$ cat config.mk
export PLATFORM = sky130hd
export DESIGN_NAME = ram_stream_reader
export DESIGN_NICKNAME = d
export VERILOG_FILES = /design/src/rtl/ram_stream_reader.sv
export SDC_FILE = /design/constraint.sdc
export NUM_CORES = 1
export LEC_CHECK = 0
export CAP_MARGIN = 20
export CORE_MARGIN = 5
export CORE_UTILIZATION = 50
export DETAILED_ROUTE_END_ITERATION = 12
export DONT_BUFFER_PORTS = 1
export GPL_TIMING_DRIVEN = 0
export PLACE_DENSITY_LB_ADDON = 0.12
export SKIP_LAST_GASP = 1
export SYNTH_ARGS = -nofsm -noshare
export SYNTH_HDL_FRONTEND = slang
export SYNTH_SLANG_ARGS = --single-unit
$ cat constraint.sdc
create_clock -name clk -period 3.6 [get_ports clk]
set_input_delay 0.54 -clock clk [delete_from_list [all_inputs] [get_ports clk]]
set_output_delay 0.54 -clock clk [all_outputs]
set_load 0.02 [all_outputs]
$ cat src/rtl/ram_stream_reader.sv
// DEPTH x WIDTH synchronous RAM with a host write port and a valid/ready burst-read engine.
// Define RAM_INIT_FILE_EN to add the INIT_FILE parameter.
module ram_stream_reader #(
    parameter int WIDTH = 32,
    parameter int DEPTH = 16,
`ifdef RAM_INIT_FILE_EN
    parameter string INIT_FILE = "ram_init.hex",
`endif
    localparam int ADDR_W = (DEPTH > 1) ? $clog2(DEPTH) : 1,
    localparam int LEN_W  = ADDR_W + 1
) (
    input  logic              clk,
    input  logic              rst,
    input  logic              we,
    input  logic [ADDR_W-1:0] waddr,
    input  logic [WIDTH-1:0]  wdata,
    input  logic              start,
    input  logic [ADDR_W-1:0] start_addr,
    input  logic [LEN_W-1:0]  length,
    output logic              out_valid,
    input  logic              out_ready,
    output logic [WIDTH-1:0]  out_data,
    output logic              out_last,
    output logic              busy,
    output logic              done,
    output logic              err
);

    typedef enum logic [1:0] {IDLE, FETCH, VALID, DONE} state_t;

    localparam logic [ADDR_W:0]   DEPTH_X   = (ADDR_W + 1)'(DEPTH);
    localparam logic [ADDR_W-1:0] LAST_ADDR = ADDR_W'(DEPTH - 1);

    state_t            state, state_n;
    logic [WIDTH-1:0]  mem [DEPTH];
    logic [ADDR_W-1:0] addr, addr_n;
    logic [LEN_W-1:0]  remaining, remaining_n;
    logic              err_q, err_n;

    // Memory is never reset; out-of-range writes are dropped.
    always_ff @(posedge clk) begin
        if (we && ({1'b0, waddr} < DEPTH_X))
            mem[waddr] <= wdata;
    end

    // out_data doubles as the RAM read register, so a same-cycle write yields old data.
    always_ff @(posedge clk or posedge rst) begin
        if (rst) begin
            state     <= IDLE;
            addr      <= '0;
            remaining <= '0;
            err_q     <= 1'b0;
            out_data  <= '0;
        end else begin
            state     <= state_n;
            addr      <= addr_n;
            remaining <= remaining_n;
            err_q     <= err_n;
            if (state == FETCH)
                out_data <= mem[addr];
        end
    end

    always_comb begin
        state_n     = state;
        addr_n      = addr;
        remaining_n = remaining;
        err_n       = err_q;
        case (state)
            IDLE: begin
                if (start) begin
                    if ({1'b0, start_addr} >= DEPTH_X) begin
                        err_n   = 1'b1;
                        state_n = DONE;
                    end else if (length == '0) begin
                        err_n   = 1'b0;
                        state_n = DONE;
                    end else begin
                        err_n       = 1'b0;
                        addr_n      = start_addr;
                        remaining_n = length;
                        state_n     = FETCH;
                    end
                end
            end
            FETCH: state_n = VALID;
            VALID: begin
                if (out_ready) begin
                    remaining_n = remaining - LEN_W'(1);
                    addr_n      = (addr == LAST_ADDR) ? '0 : addr + ADDR_W'(1);
                    state_n     = (remaining == LEN_W'(1)) ? DONE : FETCH;
                end
            end
            DONE: begin
                err_n   = 1'b0;
                state_n = IDLE;
            end
            default: state_n = IDLE;
        endcase
    end

    assign out_valid = (state == VALID);
    assign out_last  = (state == VALID) && (remaining == LEN_W'(1));
    assign busy      = (state != IDLE);
    assign done      = (state == DONE);
    assign err       = (state == DONE) && err_q;

endmodule
==> PnR_summary.wiki <==
{| class="wikitable"
! Metric !! Value
|-
| Status || complete, no violations
|-
| Clock insertion delay at the later pin of the skew report || 0.59 ns
|-
| Register-to-register path setup slack || 1.21 ns
|-
| Measured slew at the worst slew-check pin || 0.9908 ns
|-
| Total number of vias || 11640
|-
| Detailed-routing iteration count for the pre-antenna-repair pass || 5
|-
| Number of failing hold endpoints at the final stage || 0
|-
| Combinational family with the most area after synthesis || multiplexers
|-
| Share of async-settable or async-resettable flops after synthesis || 7.748%
|-
| Post-route antenna net violation count || 0
|-
| Worst path setup slack after routing || 0.9345 ns
|-
| Post-synth EDFFs || 512
|-
| Final GP Congestion || 0.7615
|-
| Final setup viols || 0
|-
| Complex-gate fraction of the synthesized area || 4.359%
|-
| Clock Sinks || 555
|-
| Nature of the critical path startpoint || register
|-
| DR WL/cell || 27.90 um
|-
| Via density || 5.843
|-
| VDD IR-drop max || 0.0003773 V
|-
| FF-to-FF path depth || 7
|-
| Area taken by flip-flops and latches || 16450 um^2
|-
| Synth warn || 0
|-
| Ratio of total power to cell area || 739.4 nW/um^2
|-
| Critical path data required time || 3.06 ns
|-
| Fill cell instance count of the final layout || 3277
|-
| Number of gates resized after CTS || 0
|-
| Basic-gate share of the synthesized area counting and, or, nand and nor cells || 5.838%
|-
| Number of distinct library cells after synthesis || 46
|-
| Largest net degree at the start of global routing || 30
|-
| Max-cap violations || 0
|-
| Setup Slack @ Placement || 1.091 ns
|-
| Period Utilization, post-route || 74.04%
|-
| Post-place instance area || 23180 um^2
|-
| Initial core utilization || 50.65%
|-
| Boundary Pins || 87
|-
| Setup CP Type || register to output pin
|-
| Starting DRT DRC Count || 1228
|-
| Relative area change from synthesis to final layout || 14.38%
|-
| Highest-count cells in the layout ignoring fill and taps || 512 x edfxtp_1, 260 x mux2i_1, 61 x nor2_1
|-
| Number of synthesized register bits || 555
|-
| CORE AREA || 43080 um^2
|-
| Setup TNS || 0 ns
|-
| RSZ-0062 raised after global routing || false
|-
| Max-slew headroom at the worst pin || 33.79%
|-
| Multiplexer area fraction after synthesis || 11.93%
|-
| Quantity of hold-fixing buffers added after cts || 0
|-
| WL final || 55570 um
|-
| Cell count after synthesis || 1273
|-
| Total clock buffers created by CTS || 55
|-
| Element type at the critical path end || output pin
|-
| Number of buffers inserted to repair setup after CTS || 0
|-
| Vertical die dimension || 218.9 um
|-
| Commonest non-fill, non-tap cell in the layout || edfxtp_1
|-
| TritonCTS clock tree || yes
|-
| Total of buffers placed on input and output ports || 0
|-
| Global router's overall resource usage || 23.20%
|-
| Type of the worst min-delay path || primary input to asynchronous set/reset pin
|-
| Syn_nets || 1326
|-
| Clock transition time at the flip-flop clock pins of the worst setup and hold paths || 0.06 ns
|-
| DIE WIDTH || 218.9 um
|-
| Max-slew violation count || 0
|-
| Mean cell area of the mapped netlist || 17.14 um^2
|-
| Final period demand of the worst path || 2.666 ns
|-
| Multi-input gate area || 4985 um^2
|-
| Critical-path maximum fanout || 10
|-
| Lkg Pwr || 8.497 nW
|-
| XOR/XNOR share of the synthesized area || 0%
|-
| Final instance area || 24960 um^2
|-
| Sequential cell area fraction in the yosys report || 75.40%
|-
| Final clock skew || 0.01230 ns
|-
| Wire length of the first global-routing pass || 79650 um
|-
| Post-synthesis share of cell area spent on full adders, half adders and majority gates || 0.1720%
|-
| Dpl hpwl || 34840 um
|-
| Via count of the first global-routing pass || 11660
|-
| Maximum frequency from static timing analysis || 0.3752 GHz
|-
| Maximum number of buffers from clock root to sink || 3
|-
| Total overflow reported by the global router || 0
|-
| Reg-to-reg startpoint || state[1]
|-
| Die footprint || 47910 um^2
|-
| Top flip-flop cell by instance count after synthesis || edfxtp_1
|-
| Arrival time of the worst setup path || 2.13 ns
|-
| Post-route DRC violation count || 0
|-
| Deepest level of the CTS H-tree || 2
|-
| Final design utilization || 57.93%
|-
| Root buffer cell || clkbuf_16
|-
| Terminus of the critical flop-to-flop path || out_data[4]
|-
| Initial antenna violation count || 1
|-
| Number of nets in the finished design || 1413
|-
| Cell Area, Synth || 21820 um^2
|-
| Site Rows || 76
|-
| Share of layout cells above drive strength 1 || 16.43%
|}
==> area by class of cell <==
class / instances / area share, %
Inverter: 8 / 0.1203
Multi-Input combinational cell: 637 / 19.97
Buffer: 73 / 1.875
Timing Repair Buffer: 30 / 2.076
Clock inverter: 26 / 0.7521
Sequential cell: 555 / 65.92
Antenna cell: 1 / 0.01003
Clock buffer: 77 / 6.337
Tap cell: 585 / 2.933
==> logic make-up (layout without fill, tap and decap cells) <==
| group | after synthesis | after routing |
|---|---|---|
| flops | 555 | 555 |
| mux | 260 | 260 |
| buf+inv | 81 | 214 |
| compound gates | 139 | 139 |
| simple gates | 234 | 234 |
| other cells | 1 | 2 |
| fa+ha+maj | 3 | 3 |
==> synthesized netlist by cell type, types with 2 or more instances <==
cell type | instances | area share (%)
a21oi_2 | 10 | 0.40
o21ai_1 | 4 | 0.092
buf_1 | 2 | 0.034
nor2_1 | 73 | 1.3
o2bb2ai_1 | 3 | 0.12
nor4_1 | 8 | 0.23
nand3_1 | 43 | 0.99
dfrtp_1 | 43 | 4.9
inv_2 | 2 | 0.034
a21oi_1 | 10 | 0.23
or2_1 | 2 | 0.057
buf_6 | 10 | 0.52
clkbuf_1 | 10 | 0.17
nor3_1 | 24 | 0.55
mux2i_1 | 260 | 12
nand2_1 | 32 | 0.55
buf_4 | 22 | 0.76
o22ai_1 | 54 | 1.5
and2_1 | 3 | 0.086
inv_1 | 6 | 0.10
buf_2 | 29 | 0.67
nor3_2 | 18 | 0.83
edfxtp_1 | 512 | 70
nor4_2 | 11 | 0.63
nand2b_1 | 6 | 0.17
ha_1 | 3 | 0.17
nand3b_1 | 3 | 0.10
o211ai_1 | 3 | 0.10
nor2b_1 | 3 | 0.086
o21ai_0 | 4 | 0.092
o31ai_1 | 2 | 0.069
a22oi_1 | 44 | 1.5
==> critical path, stage by stage (launching register included) <==
cell	delay [ns]
dfrtp_1	0.36
buf_4	0.17
nand2b_1	0.14
buf_2	0.19
inv_2	0.26
nand4b_1	0.21
inv_1	0.21
==> registers in the layout, indices dropped and copies added (netlist names) <==
signal and count:
mem 512, remaining 5, out_data 32, state 2, addr 4
==> layer usage <==
| metal | up-vias | GRT usage [%] | share of wire (%) |
|---|---|---|---|
| li1 | 5170 | - | - |
| met1 | 5950 | 33.88 | 44 |
| met2 | 451 | 34.97 | 45 |
| met3 | 68 | 5.987 | 8.4 |
| met4 | 0 | 6.615 | 2.1 |
| met5 | - | 0 | 0 |
==> through the flow <==
| step | hold slack [ns] | power (mW) | instances |
|---|---|---|---|
| finish | 0.01900 | 18.45 | 1992 |
| global route | 0.01121 | 19.18 | 1992 |
| CTS | 0.01148 | 18.56 | 1991 |
| global placement | 0.5302 | 12.91 | 1858 |
| floorplan | 0.4872 | 11.36 | 1273 |
| detailed placement | 0.5340 | 12.99 | 1888 |
==> worst max-delay path by stage <==
stage                     startpoint    endpoint  slack, ns
final                       state[0]    out_last       0.93
after global routing        state[0]    out_last       0.81
after CTS                   state[0]    out_last       0.90
after detailed placement    waddr[2]  mem[0][14]       1.09
after global placement      waddr[3]  mem[4][15]      -2.84
after floorplan             waddr[2]   mem[8][0]       0.18
==> power by group <==
group	total, mW	internal [mW]	leakage (nW)	switching, mW
clock network	5.60	3.26	0.874	2.34
logic	4.97	1.86	2.49	3.11
registers	7.88	7.42	5.13	0.468
total	18.5	12.5	8.50	5.92
No activity file was read; power rests on OpenSTA's default activity.
